`config.mk`:
```
export PLATFORM = sky130hd
export DESIGN_NAME = flgwei_gb_arb
export DESIGN_NICKNAME = d
export VERILOG_FILES = /design/src/rtl/flgwei_gb_arb.sv
export SDC_FILE = /design/constraint.sdc
export NUM_CORES = 1
export LEC_CHECK = 0
export CAP_MARGIN = 10
export CORE_MARGIN = 8
export CORE_UTILIZATION = 32
export DETAILED_ROUTE_END_ITERATION = 12
export PLACE_DENSITY = 0.9
export SYNTH_ARGS = -nofsm -noshare
export SYNTH_HDL_FRONTEND = slang
export SYNTH_SLANG_ARGS = --single-unit
```
`constraint.sdc`:
```
create_clock -name clk -period 4 [get_ports clk]
set_input_delay 0.6 -clock clk [delete_from_list [all_inputs] [get_ports clk]]
set_output_delay 0.6 -clock clk [all_outputs]
set_load 0.005 [all_outputs]
```
`src/rtl/flgwei_gb_arb.sv`:
```
// flgwei_gb_arb: round-robin arbiter for the shared weight-flag GB read port.
// One PEB is served at a time for a fixed burst of BURST_LEN beats. The GB is
// told which PEB is served, and its valid is routed to that PEB only. The data
// bus goes to every PEB.
//
// Ports:
//   clk, rst_n   clock, asynchronous active-low reset
//   next_block   synchronous pulse: abort the burst, return to IDLE, pointer to 0
//   PEB_Rdy      per-PEB ready/request (level)
//   PEB_Val      per-PEB valid, one-hot or zero
//   PEB_Data     GB data broadcast to all PEBs
//   GB_Rdy       ready to the GB read channel
//   GB_Val       GB data valid
//   GB_Data      GB flag-weight data
//   GB_Idx       granted PEB index (0 while idle)
//   GB_Idx_Val   grant active
//   Busy         high while in XFER
//
// Configuration macro: FLGWEI_ARB_FIXPRIO_EN. When it is defined, the arbiter
// uses fixed priority (lowest index wins) and the pointer stays at 0.

`ifndef BUSWIDTH_FLGWEI
`define BUSWIDTH_FLGWEI 32
`endif

module flgwei_gb_arb #(
    parameter int unsigned NUM_PEB    = 4,
    parameter int unsigned BURST_LEN  = 4,
    parameter int unsigned DATA_WIDTH = `BUSWIDTH_FLGWEI,
    parameter int unsigned IDX_W      = $clog2(NUM_PEB)
) (
    input  logic                  clk,
    input  logic                  rst_n,
    input  logic                  next_block,
    input  logic [NUM_PEB-1:0]    PEB_Rdy,
    output logic [NUM_PEB-1:0]    PEB_Val,
    output logic [DATA_WIDTH-1:0] PEB_Data,
    output logic                  GB_Rdy,
    input  logic                  GB_Val,
    input  logic [DATA_WIDTH-1:0] GB_Data,
    output logic [IDX_W-1:0]      GB_Idx,
    output logic                  GB_Idx_Val,
    output logic                  Busy
);

    localparam int unsigned CNT_W = $clog2(BURST_LEN + 1);

    typedef enum logic {
        IDLE = 1'b0,
        XFER = 1'b1
    } state_t;

    state_t           state_q, state_d;
    logic [IDX_W-1:0] ptr_q, ptr_d;
    logic [IDX_W-1:0] grant_q, grant_d;
    logic [CNT_W-1:0] cnt_q, cnt_d;

    logic             found;
    logic [IDX_W-1:0] pick;
    logic             beat;
    logic [IDX_W-1:0] grant_nxt;

    // The data bus has no registered stage.
    assign PEB_Data = GB_Data;

    // First requester at or above ptr, wrapping at NUM_PEB.
    always_comb begin
        int unsigned      idx;
        logic [IDX_W-1:0] cand;
        found = 1'b0;
        pick  = '0;
        idx   = 0;
        cand  = '0;
        for (int unsigned i = 0; i < NUM_PEB; i++) begin
            idx  = (32'(ptr_q) + i) % NUM_PEB;
            cand = IDX_W'(idx);
            if (!found && PEB_Rdy[cand]) begin
                found = 1'b1;
                pick  = cand;
            end
        end
    end

    // Round-robin pointer after the burst completes.
    assign grant_nxt = (grant_q == IDX_W'(NUM_PEB - 1)) ? '0 : grant_q + IDX_W'(1);

    // State register.
    always_ff @(posedge clk or negedge rst_n) begin
        if (!rst_n) begin
            state_q <= IDLE;
            ptr_q   <= '0;
            grant_q <= '0;
            cnt_q   <= '0;
        end else begin
            state_q <= state_d;
            ptr_q   <= ptr_d;
            grant_q <= grant_d;
            cnt_q   <= cnt_d;
        end
    end

    // Next state and handshake outputs.
    always_comb begin
        state_d    = state_q;
        ptr_d      = ptr_q;
        grant_d    = grant_q;
        cnt_d      = cnt_q;
        GB_Rdy     = 1'b0;
        PEB_Val    = '0;
        GB_Idx     = '0;
        GB_Idx_Val = 1'b0;
        Busy       = 1'b0;
        beat       = 1'b0;

        if (state_q == XFER) begin
            GB_Idx     = grant_q;
            GB_Idx_Val = 1'b1;
            Busy       = 1'b1;
            // next_block masks the handshake so that no beat is consumed.
            if (!next_block) begin
                GB_Rdy           = PEB_Rdy[grant_q];
                PEB_Val[grant_q] = GB_Val;
            end
        end
        beat = GB_Val & GB_Rdy;

        if (next_block) begin
            state_d = IDLE;
            ptr_d   = '0;
            grant_d = '0;
            cnt_d   = '0;
        end else begin
            case (state_q)
                IDLE: begin
                    if (found) begin
                        grant_d = pick;
                        cnt_d   = '0;
                        state_d = XFER;
                    end
                end
                XFER: begin
                    if (beat) begin
                        if (cnt_q == CNT_W'(BURST_LEN - 1)) begin
                            state_d = IDLE;
                            cnt_d   = '0;
`ifdef FLGWEI_ARB_FIXPRIO_EN
                            ptr_d   = '0;
`else
                            ptr_d   = grant_nxt;
`endif
                        end else begin
                            cnt_d = cnt_q + CNT_W'(1);
                        end
                    end
                end
                default: state_d = IDLE;
            endcase
        end
    end

endmodule
```
==> run metrics <==
status=finished, final reports clean; syn_nets=144; largest net degree at the start of global routing=11; first-pass GRT wire length=2.518 mm; gr usage total=7.235%; Worst Tran Pin Value=0.5414 ns; slew margin rel.=63.57%; Reg2Reg Depth=4; Fin Hold WS=0.5045 ns; setup repair bufs after CTS=0; port bufs=16; # fillers=261; layout cells sized above 1=11.90%; pre-CTS setup slack=1.188 ns; fmax=0.3521 GHz; cell count after synthesis=99; commonest non-fill, non-tap cells in the layout=clkdlybuf4s50_1, dfrtp_1, nor2_1; Bufs on Longest Clock Path=2; Flop pwr share=48.2%; drt total wl=1.634 mm; Synth area leaders=buf_4, dfrtp_1, ha_1, mux2i_1, and3_1; DR vias/cell=5.061; Tightest Hold Check Type=reg -> reg; Layout area overhead=-3.869%; Slew Viols, Final=0; post-route ant nets=0; CTS Buf Count=3; Core ar.=0.002477 mm²; Initial Util=33.94%; # diodes=0; I/O Pins=81; origin of the worst setup path=next_block; clk sinks=8; internal power=0.1386 mW; footprint of the multi-input gates=365.4 µm²; Worst-path clk slew=0.04 ns; DRT Pass-1 Iters=4; final worst path period need=2.840 ns; commonest non-fill, non-tap cell in the layout=clkdlybuf4s50_1; # nets final=131; die extent in y=67.26 µm; Leakage=0.3591 nW; Final period util=71.01%; Crit Path Category=in -> out; Worst path most repeated cell=clkdlybuf4s50_1; initial antenna violation count=0; RSZ-0062 raised after global routing=no; CP Max Fanout=10; NetSw=0.04380 mW; Net Sw Frac=24.01%; Seq/Total Area, Yosys=23.81%; final setup margin=1.160 ns; clock share of power=30.5%; CP endpoint kind=output port; vias in the first global route=577; die boundary width=67.26 µm; R2R Setup Slk=2.05 ns; Critical Path Start Type=input port; slowest CP cell=clkdlybuf4s50_1; wire per inst=14.33 µm; Die Area=0.004524 mm²; Max Cap Viol=0; combinational power share=21.3%; Setup crit end=PEB_Val[3]; worst r2r src=grant_q[0]; Critical path buffers and inverters=2; post-synth top area cell=buf_4; CP required=3.40 ns; Fin Setup TNS=0 ns; number of core rows=18; Final Hold Violating Endpoints=0; Final Wtd Congestion=0.8637; delay of the slowest critical-path stage=0.56 ns; Synthesis Warnings=0; count of final setup violators=0; Avg Cell Area, Syn=8.493 µm²; grt ovf=0; CP arrival=2.24 ns; # DRC=0; vias=577; Critical Path Stages=4; post-synthesis cell type count=28; Post-CTS Resized=0; cts hold-fix bufs=0; hpwl dp=1.340 mm; Cell Area, Synth=840.8 µm²; number of synthesized register bits=8; Max IR drop VDD=0.09714 mV; Yosys top cell area share=29.46%; Clock Root Buffer=clkbuf_4; Hold Path Origin=cnt_q[2]; drt first-iter violations=21; Power Density=225.7 mW/mm²; RR Endpoint=ptr_q[1]; sequential cell area=200.2 µm²; H-tree depth=1; crit-path cells=clkdlybuf4s50_1 > nor2_1 > and3_1 > clkdlybuf4s50_1; Clk Latency, worst-skew pair=0.24 ns; Worst Skew=0.003459 ns; CP delay by family, top=buffers and inverters; CTS tree=yes; fin util=32.63%
how the worst min path moves through the flow:
stage          slack, ns  endpoint  cells past startpoint
2_1_floorplan       0.30  cnt_q[0]                      0
3_3_place_gp        0.47  cnt_q[2]                      1
3_5_place_dp        0.50  cnt_q[2]                      1
4_1_cts             0.51  cnt_q[2]                      1
5_1_grt             0.54  cnt_q[1]                      1
6_report            0.50  cnt_q[2]                      1
state kept, by name, summed over array words and instances, names as in the netlist:
signal / flops
state_q: 1
grant_q: 2
ptr_q: 2
cnt_q: 3
final cells by class:
class                      instances  area share, %
tap                               30          4.644
inverter                           6          2.786
sequential                         8          24.77
multi-input combinational         51          45.20
timing repair buffer              16          19.81
clock buffer                       3          2.786
cell usage after synthesis (all sizes together):
master and instances:
o32ai 1, a21oi 4, and3 5, o21a 1, or4 1, and2 1, o21ai 1, nor4 1
a31oi 1, dfrtp 8, nor2b 1, mux2 3, nand2 3, or2 1, ha 5, nor3 2
nand2b 3, mux2i 4, o211ai 1, nand3 2, inv 6, or2b 1, buf 34, o221ai 1
nor2 7, nand3b 1
kinds of logic after synthesis:
| group | synth area share (%) |
|---|---|
| buf+inv | 32.74 |
| simple gates | 19.20 |
| compound gates | 7.590 |
| flops | 23.81 |
| mux | 9.226 |
| fa+ha+maj | 7.440 |
power groups by stage:
stage               sequential (mW)  combinational, mW  clock (mW)
floorplan                    0.0883             0.0453           0
global placement             0.0888             0.0377           0
detailed placement           0.0891             0.0388           0
CTS                          0.0879             0.0392      0.0594
global route                 0.0885             0.0432      0.0640
finish                       0.0879             0.0389      0.0556
per-layer routing:
| metal | vias up | global-route usage, % | part of all wire [%] |
|---|---|---|---|
| met2 | 40 | 11.11 | 46 |
| met5 | - | 0 | 0 |
| met1 | 260 | 6.788 | 35 |
| met3 | 10 | 4.139 | 17 |
| met4 | 0 | 6.527 | 2.1 |
| li1 | 267 | - | - |
per-stage QoR:
step / instance area (µm²) / total power, mW / cells
3_5_place_dp: 785.8 / 0.1279 / 111
2_1_floorplan: 840.8 / 0.1336 / 99
3_3_place_gp: 785.8 / 0.1265 / 111
4_1_cts: 808.3 / 0.1865 / 114
5_1_grt: 808.3 / 0.1957 / 114
6_report: 808.3 / 0.1824 / 114
Note: power is estimated with default switching activity, not from simulation.
